==> config.mk <==
export PLATFORM = sky130hd
export DESIGN_NAME = autotieoff_monitor
export DESIGN_NICKNAME = d
export VERILOG_FILES = /design/src/rtl/autotieoff_monitor.sv
export SDC_FILE = /design/constraint.sdc
export NUM_CORES = 1
export LEC_CHECK = 0
export ABC_AREA = 0
export BUFFER_PORTS_ARGS = -buffer_cell sky130_fd_sc_hd__buf_4
export CORE_MARGIN = 10
export CORE_UTILIZATION = 48
export CTS_BUF_LIST = sky130_fd_sc_hd__clkbuf_4 sky130_fd_sc_hd__clkbuf_8 sky130_fd_sc_hd__clkbuf_16
export DETAILED_ROUTE_END_ITERATION = 8
export PLACE_DENSITY = 0.72
export SETUP_SLACK_MARGIN = 0.4
export SYNTH_ARGS = -nofsm -noshare
export SYNTH_HDL_FRONTEND = slang
export SYNTH_SLANG_ARGS = --single-unit
==> constraint.sdc <==
create_clock -name clk -period 2.8 [get_ports clk]
set_clock_uncertainty 0.2 [all_clocks]
set_input_delay 0 -clock clk [delete_from_list [all_inputs] [get_ports clk]]
set_output_delay 0 -clock clk [all_outputs]
set_load 0.1 [all_outputs]
==> src/rtl/autotieoff_monitor.sv <==
// Tie-off checker: registers four tied-off buses and verifies them against their tie values
// over a WINDOW-cycle check. Optional first-mismatch capture under AUTOTIEOFF_MON_CAPTURE_EN.
module autotieoff_monitor #(
  parameter int         WINDOW     = 16,
  parameter int         CNT_W      = 8,
  parameter logic [2:0] EXTRA_TIE  = 3'h0,
  parameter logic [2:0] SUB_TIE    = 3'h0,
  parameter logic [3:0] ACTLOW_TIE = 4'h0,
  parameter logic [3:0] IGN_TIE    = 4'h0
) (
  input  logic             clk,
  input  logic             rst,
  input  logic             start,
  input  logic             abort,
  input  logic             ignore_en,
  input  logic [2:0]       ExtraIn,
  input  logic [2:0]       SubIn,
  input  logic [3:0]       active_low_l,
  input  logic [3:0]       ignored_by_regexp,
  output logic             busy,
  output logic             done,
  output logic             pass,
  output logic [CNT_W-1:0] err_cnt,
  output logic [3:0]       err_vec
`ifdef AUTOTIEOFF_MON_CAPTURE_EN
  ,
  output logic [13:0]      first_bad,
  output logic             first_bad_valid
`endif
);

  localparam int PW = (WINDOW > 1) ? $clog2(WINDOW) : 1;

  typedef enum logic [1:0] {IDLE, SETTLE, CHECK, REPORT} state_t;

  state_t            state, state_n;
  logic [PW-1:0]     cyc, cyc_n;
  logic [2:0]        cap_extra, cap_sub;
  logic [3:0]        cap_actlow, cap_ign;
  logic [3:0]        mis_vec;
  logic              mis, accept, upd, fin;
  logic [CNT_W-1:0]  cnt_n;

  always_ff @(posedge clk or posedge rst) begin
    if (rst) begin
      cap_extra  <= '0;
      cap_sub    <= '0;
      cap_actlow <= '0;
      cap_ign    <= '0;
    end else begin
      cap_extra  <= ExtraIn;
      cap_sub    <= SubIn;
      cap_actlow <= active_low_l;
      cap_ign    <= ignored_by_regexp;
    end
  end

  always_comb begin
    mis_vec[0] = (cap_extra != EXTRA_TIE);
    mis_vec[1] = (cap_sub != SUB_TIE);
    mis_vec[2] = (cap_actlow != ACTLOW_TIE);
    mis_vec[3] = (cap_ign != IGN_TIE) && !ignore_en;
    mis        = |mis_vec;
    cnt_n      = err_cnt;
    if (mis && (err_cnt != '1))
      cnt_n = err_cnt + 1'b1;
  end

  always_comb begin
    state_n = state;
    cyc_n   = cyc;
    accept  = 1'b0;
    upd     = 1'b0;
    fin     = 1'b0;
    case (state)
      IDLE: begin
        if (start && !abort) begin
          state_n = SETTLE;
          cyc_n   = '0;
          accept  = 1'b1;
        end
      end
      SETTLE: begin
        if (abort) begin
          state_n = IDLE;
        end else if (cyc == PW'(1)) begin
          state_n = CHECK;
          cyc_n   = '0;
        end else begin
          cyc_n = cyc + 1'b1;
        end
      end
      CHECK: begin
        if (abort) begin
          state_n = IDLE;
        end else begin
          upd = 1'b1;
          if (cyc == PW'(WINDOW - 1)) begin
            state_n = REPORT;
            fin     = 1'b1;
          end else begin
            cyc_n = cyc + 1'b1;
          end
        end
      end
      default: state_n = IDLE;
    endcase
  end

  assign busy = (state == SETTLE) || (state == CHECK);
  assign done = (state == REPORT);

  always_ff @(posedge clk or posedge rst) begin
    if (rst) begin
      state <= IDLE;
      cyc   <= '0;
    end else begin
      state <= state_n;
      cyc   <= cyc_n;
    end
  end

  // pass is loaded from the post-increment count so the final CHECK cycle is included.
  always_ff @(posedge clk or posedge rst) begin
    if (rst) begin
      pass    <= 1'b0;
      err_cnt <= '0;
      err_vec <= '0;
    end else if (accept) begin
      pass    <= 1'b0;
      err_cnt <= '0;
      err_vec <= '0;
    end else begin
      if (upd) begin
        err_cnt <= cnt_n;
        err_vec <= err_vec | mis_vec;
      end
      if (fin)
        pass <= (cnt_n == '0);
      if (abort && (state != IDLE))
        pass <= 1'b0;
    end
  end

`ifdef AUTOTIEOFF_MON_CAPTURE_EN
  always_ff @(posedge clk or posedge rst) begin
    if (rst) begin
      first_bad       <= '0;
      first_bad_valid <= 1'b0;
    end else if (accept) begin
      first_bad       <= '0;
      first_bad_valid <= 1'b0;
    end else if (upd && mis && !first_bad_valid) begin
      first_bad       <= {cap_extra, cap_sub, cap_actlow, cap_ign};
      first_bad_valid <= 1'b1;
    end
  end
`endif

endmodule

==> summary by stage <==
Clock tree
In this run, CTS created clock tree buffers numbering 5. The later pin in the worst-skew pair is clocked with a latency of 340 ps. The clock passes through at most 2 buffers. The CTS clock-pin slew for the worst setup and hold paths is 100 ps. The tree built by TritonCTS fans out to 33 sinks. In this run the clock root is driven by a sky130_fd_sc_hd__clkbuf_4.

The CTS tree is built. The H-tree generated during clock tree synthesis spans 2 levels. The number of gates resized after CTS was 0.

Synthesis
The number of nets produced by synthesis is 183. Of all cell types, the one taking the most synthesized area is sky130_fd_sc_hd__dfrtp_1. The primary flip-flop cell chosen by synthesis mapping is sky130_fd_sc_hd__dfrtp_1. For this run, the number of Yosys warnings is 0. The part of the Yosys area used for sequential elements is 0.511. The proportion of register bits with asynchronous set or reset after synthesis is 1.00. After synthesis, the mean cell area works out to 10.3 um2. The cell area that synthesis handed to floorplanning was 1620 um2. The synthesized design contains 0 enable-type register cells. The number of different library cells used by synthesis comes to 43. Counting flops and latches in the post-synthesis netlist gives 33. Sorting the synthesized cells by area gives the leading types as sky130_fd_sc_hd__dfrtp_1 (51%), sky130_fd_sc_hd__ha_1 (5.4%), sky130_fd_sc_hd__a21oi_1 (4.6%), sky130_fd_sc_hd__nor2_1 (2.8%), sky130_fd_sc_hd__nand2_1 (2.6%). The share of synthesized area in the top cell type comes to 0.511.

The number of instances in the synthesized netlist is 157.

GRT
The first-pass GRT wire length is 6290 um. The initial antenna violation count is 0. Across every metal layer, demand over resource in global routing totals 0.124.

The most utilized layer in the global route result is met2. The met3 global-route usage is 0.0410. The via count of the first global-routing pass is 1429. Entering global routing, the biggest net connects 29 pins. The met2 usage in global routing is 0.209. Global routing finished with a remaining overflow of 0.

The global routing usage on met1 is 0.144.

Run
Across the run, the number of max-cap violations was 0.

Power and ir drop
Power spread over the standard cell area amounts to 783 nW/um2. The largest voltage drop on the vdd net is 0.736 mV. The leakage power is 0.992 nW.

Critical path
The worst setup path is captured at a register. For the worst setup path, the data required time is 2800 ps. The worst setup path is of the reg -> reg kind. For the worst setup path, the data arrival time is 2240 ps. STA classifies the critical path startpoint as a register. The startpoint of the most critical register-to-register path is cap_actlow[1]. The source of the critical timing path is cap_actlow[1].

Along the worst path, the maximum fanout reaches 10.

Floorplan
The total number of placement rows is 21. The die is 78.0 um wide. The die covers 6090 um2. The placeable core area is 3280 um2. The initial core utilization is 0.492. For this design the top-level I/O count stands at 34. The floorplan step set the die height to 78.0 um.

Outcome
The flow ran to the end, and the final reports show no timing, DRC or antenna violations.

Timing
Setup repair after global routing left no endpoint under its margin. Hold is met by 104 ps. The count of final hold-check violations is 0. The final number of setup-violating endpoints is 0. The number of slew-limit violations in the final report is 0.

The smallest clock period supported by the final layout is computed as 2240 ps. The slew of the pin with the lowest slew margin is 1020 ps. Of the available clock period, the critical path in the final layout requires 0.799. The upper clock frequency limit is 0.447 GHz. The total negative slack is 0 ps. Headroom to the max-slew limit came out at 0.316.

Route
The total wirelength of the detailed-routed design is 3580 um. The final route contains 1378 vias. The number of nets with antenna violations after detailed routing is 0. In the routed design, unresolved DRC markers number 0. The first detailed-routing pass took 4 iterations. The violation count after the first detailed-route iteration is 82. The via density per instance is 5.34. The wire length per cell after detailed routing is 13.9 um.

Final layout
The net count of the finished layout is 238. The fraction of layout cells with a size suffix above 1 is 0.269. Leaving out fill and tap cells, the most frequent cell in the layout is sky130_fd_sc_hd__buf_4. The number of antenna diodes in the final layout is 0. From synthesis to final layout, the design area changed by 33.6%. The library cells used most frequently in the layout, excluding fill and tap cells, are sky130_fd_sc_hd__buf_4 (35), sky130_fd_sc_hd__dfrtp_1 (31), sky130_fd_sc_hd__dlygate4sd3_1 (18).

Placement
The post-detailed-placement half-perimeter wirelength is 2620 um. The number of I/O port buffers is 33. The final weighted congestion of routability-driven global placement is 0.786.

Min path
The class of the tightest hold or removal check is in -> reg. The worst hold path startpoint is active_low_l[1].
## kinds of logic after synthesis
kind of cell | after synthesis | synth area share
adders and majority gates | 7 | 0.0542
and+or+nand+nor | 63 | 0.221
xor gates and xnor gates | 1 | 0.00542
DFF | 33 | 0.511
buffers and inverters | 10 | 0.0232
muxes | 2 | 0.0124
AOI/OAI and AO/OA | 41 | 0.173
## critical path: stages (launching register included)
cell and delay [ps]:
sky130_fd_sc_hd__dfrtp_1 380, sky130_fd_sc_hd__or4_4 540, sky130_fd_sc_hd__or3_4 410, sky130_fd_sc_hd__o211ai_4 300
sky130_fd_sc_hd__mux2i_1 220, sky130_fd_sc_hd__nor2_1 50
## Yosys cell counts, types with 2 or more instances
cell,count
sky130_fd_sc_hd__dfrtp_1,33
sky130_fd_sc_hd__nor3_1,4
sky130_fd_sc_hd__a31o_2,2
sky130_fd_sc_hd__nand2b_1,4
sky130_fd_sc_hd__nor2_1,12
sky130_fd_sc_hd__nor2b_1,4
sky130_fd_sc_hd__nand3_1,3
sky130_fd_sc_hd__a21oi_1,15
sky130_fd_sc_hd__o41ai_1,2
sky130_fd_sc_hd__and3_1,3
sky130_fd_sc_hd__or2_2,3
sky130_fd_sc_hd__or3_1,2
sky130_fd_sc_hd__mux2i_1,2
sky130_fd_sc_hd__a211oi_1,3
sky130_fd_sc_hd__o31ai_1,3
sky130_fd_sc_hd__ha_1,7
sky130_fd_sc_hd__nand2_1,11
sky130_fd_sc_hd__or3_2,3
sky130_fd_sc_hd__o22ai_1,2
sky130_fd_sc_hd__o21ai_0,6
sky130_fd_sc_hd__clkbuf_1,5
sky130_fd_sc_hd__inv_1,5
sky130_fd_sc_hd__nand4_1,3
## area by class of cell
cell class,instances,area [um2]
Sequential cell,33,828
Tap cell,46,57.6
Clock inverter,1,7.51
Timing Repair Buffer,53,443
Clock buffer,6,51.3
Inverter,5,18.8
Fill cell,266,1120
Multi-Input combinational cell,114,753
## worst paths after layout
check | to | slack [ps] | depth (start not counted)
min in group asynchronous | cap_actlow[1] | 260 | 3
worst max-delay path | err_cnt[1] | 560 | 5
worst min-delay path | cap_actlow[1] | 100 | 2
worst min register to register | err_vec[0] | 300 | 2
worst max register to register | err_cnt[1] | 560 | 5
max in group asynchronous | err_cnt[1] | 1450 | 3
## power breakdown
group	internal, mW	switching (mW)	leakage (nW)
sequential	0.543	0.0613	0.418
clock	0.117	0.159	0.0303
combinational	0.226	0.584	0.544
## timing repair
item | in CTS | in global routing
buffers inserted | 0 | 0
hold endpoints to repair | 56 | 0
hold buffers | 18 | 0
## metrics by stage
stage | setup WS (ps) | instance area (um2) | power (mW) | utilization | instances
2_1_floorplan | 455 | 1620 | 1.23 | - | 157
3_3_place_gp | 610 | 1920 | 1.39 | 0.585 | 233
3_5_place_dp | 572 | 1920 | 1.41 | 0.585 | 233
4_1_cts | 560 | 2160 | 1.70 | 0.658 | 258
5_1_grt | 481 | 2160 | 1.79 | 0.658 | 258
6_report | 564 | 2160 | 1.69 | 0.658 | 258
## routing by layer
| metal | wire length [um] | part of all wire |
|---|---|---|
| met1 | 1560 | 0.44 |
| met2 | 1760 | 0.49 |
| met3 | 202 | 0.056 |
| met4 | 53 | 0.015 |
| met5 | 0 | 0 |
## flip-flops by register name, summed over array words and instances (netlist names)
| signal | cells |
|---|---|
| err_cnt | 8 |
| cap_actlow | 4 |
| cap_ign | 4 |
| cyc | 4 |
| err_vec | 4 |
| cap_extra | 3 |
| cap_sub | 3 |
| state | 2 |
| pass | 1 |
Note: power is estimated with default switching activity, not from simulation.
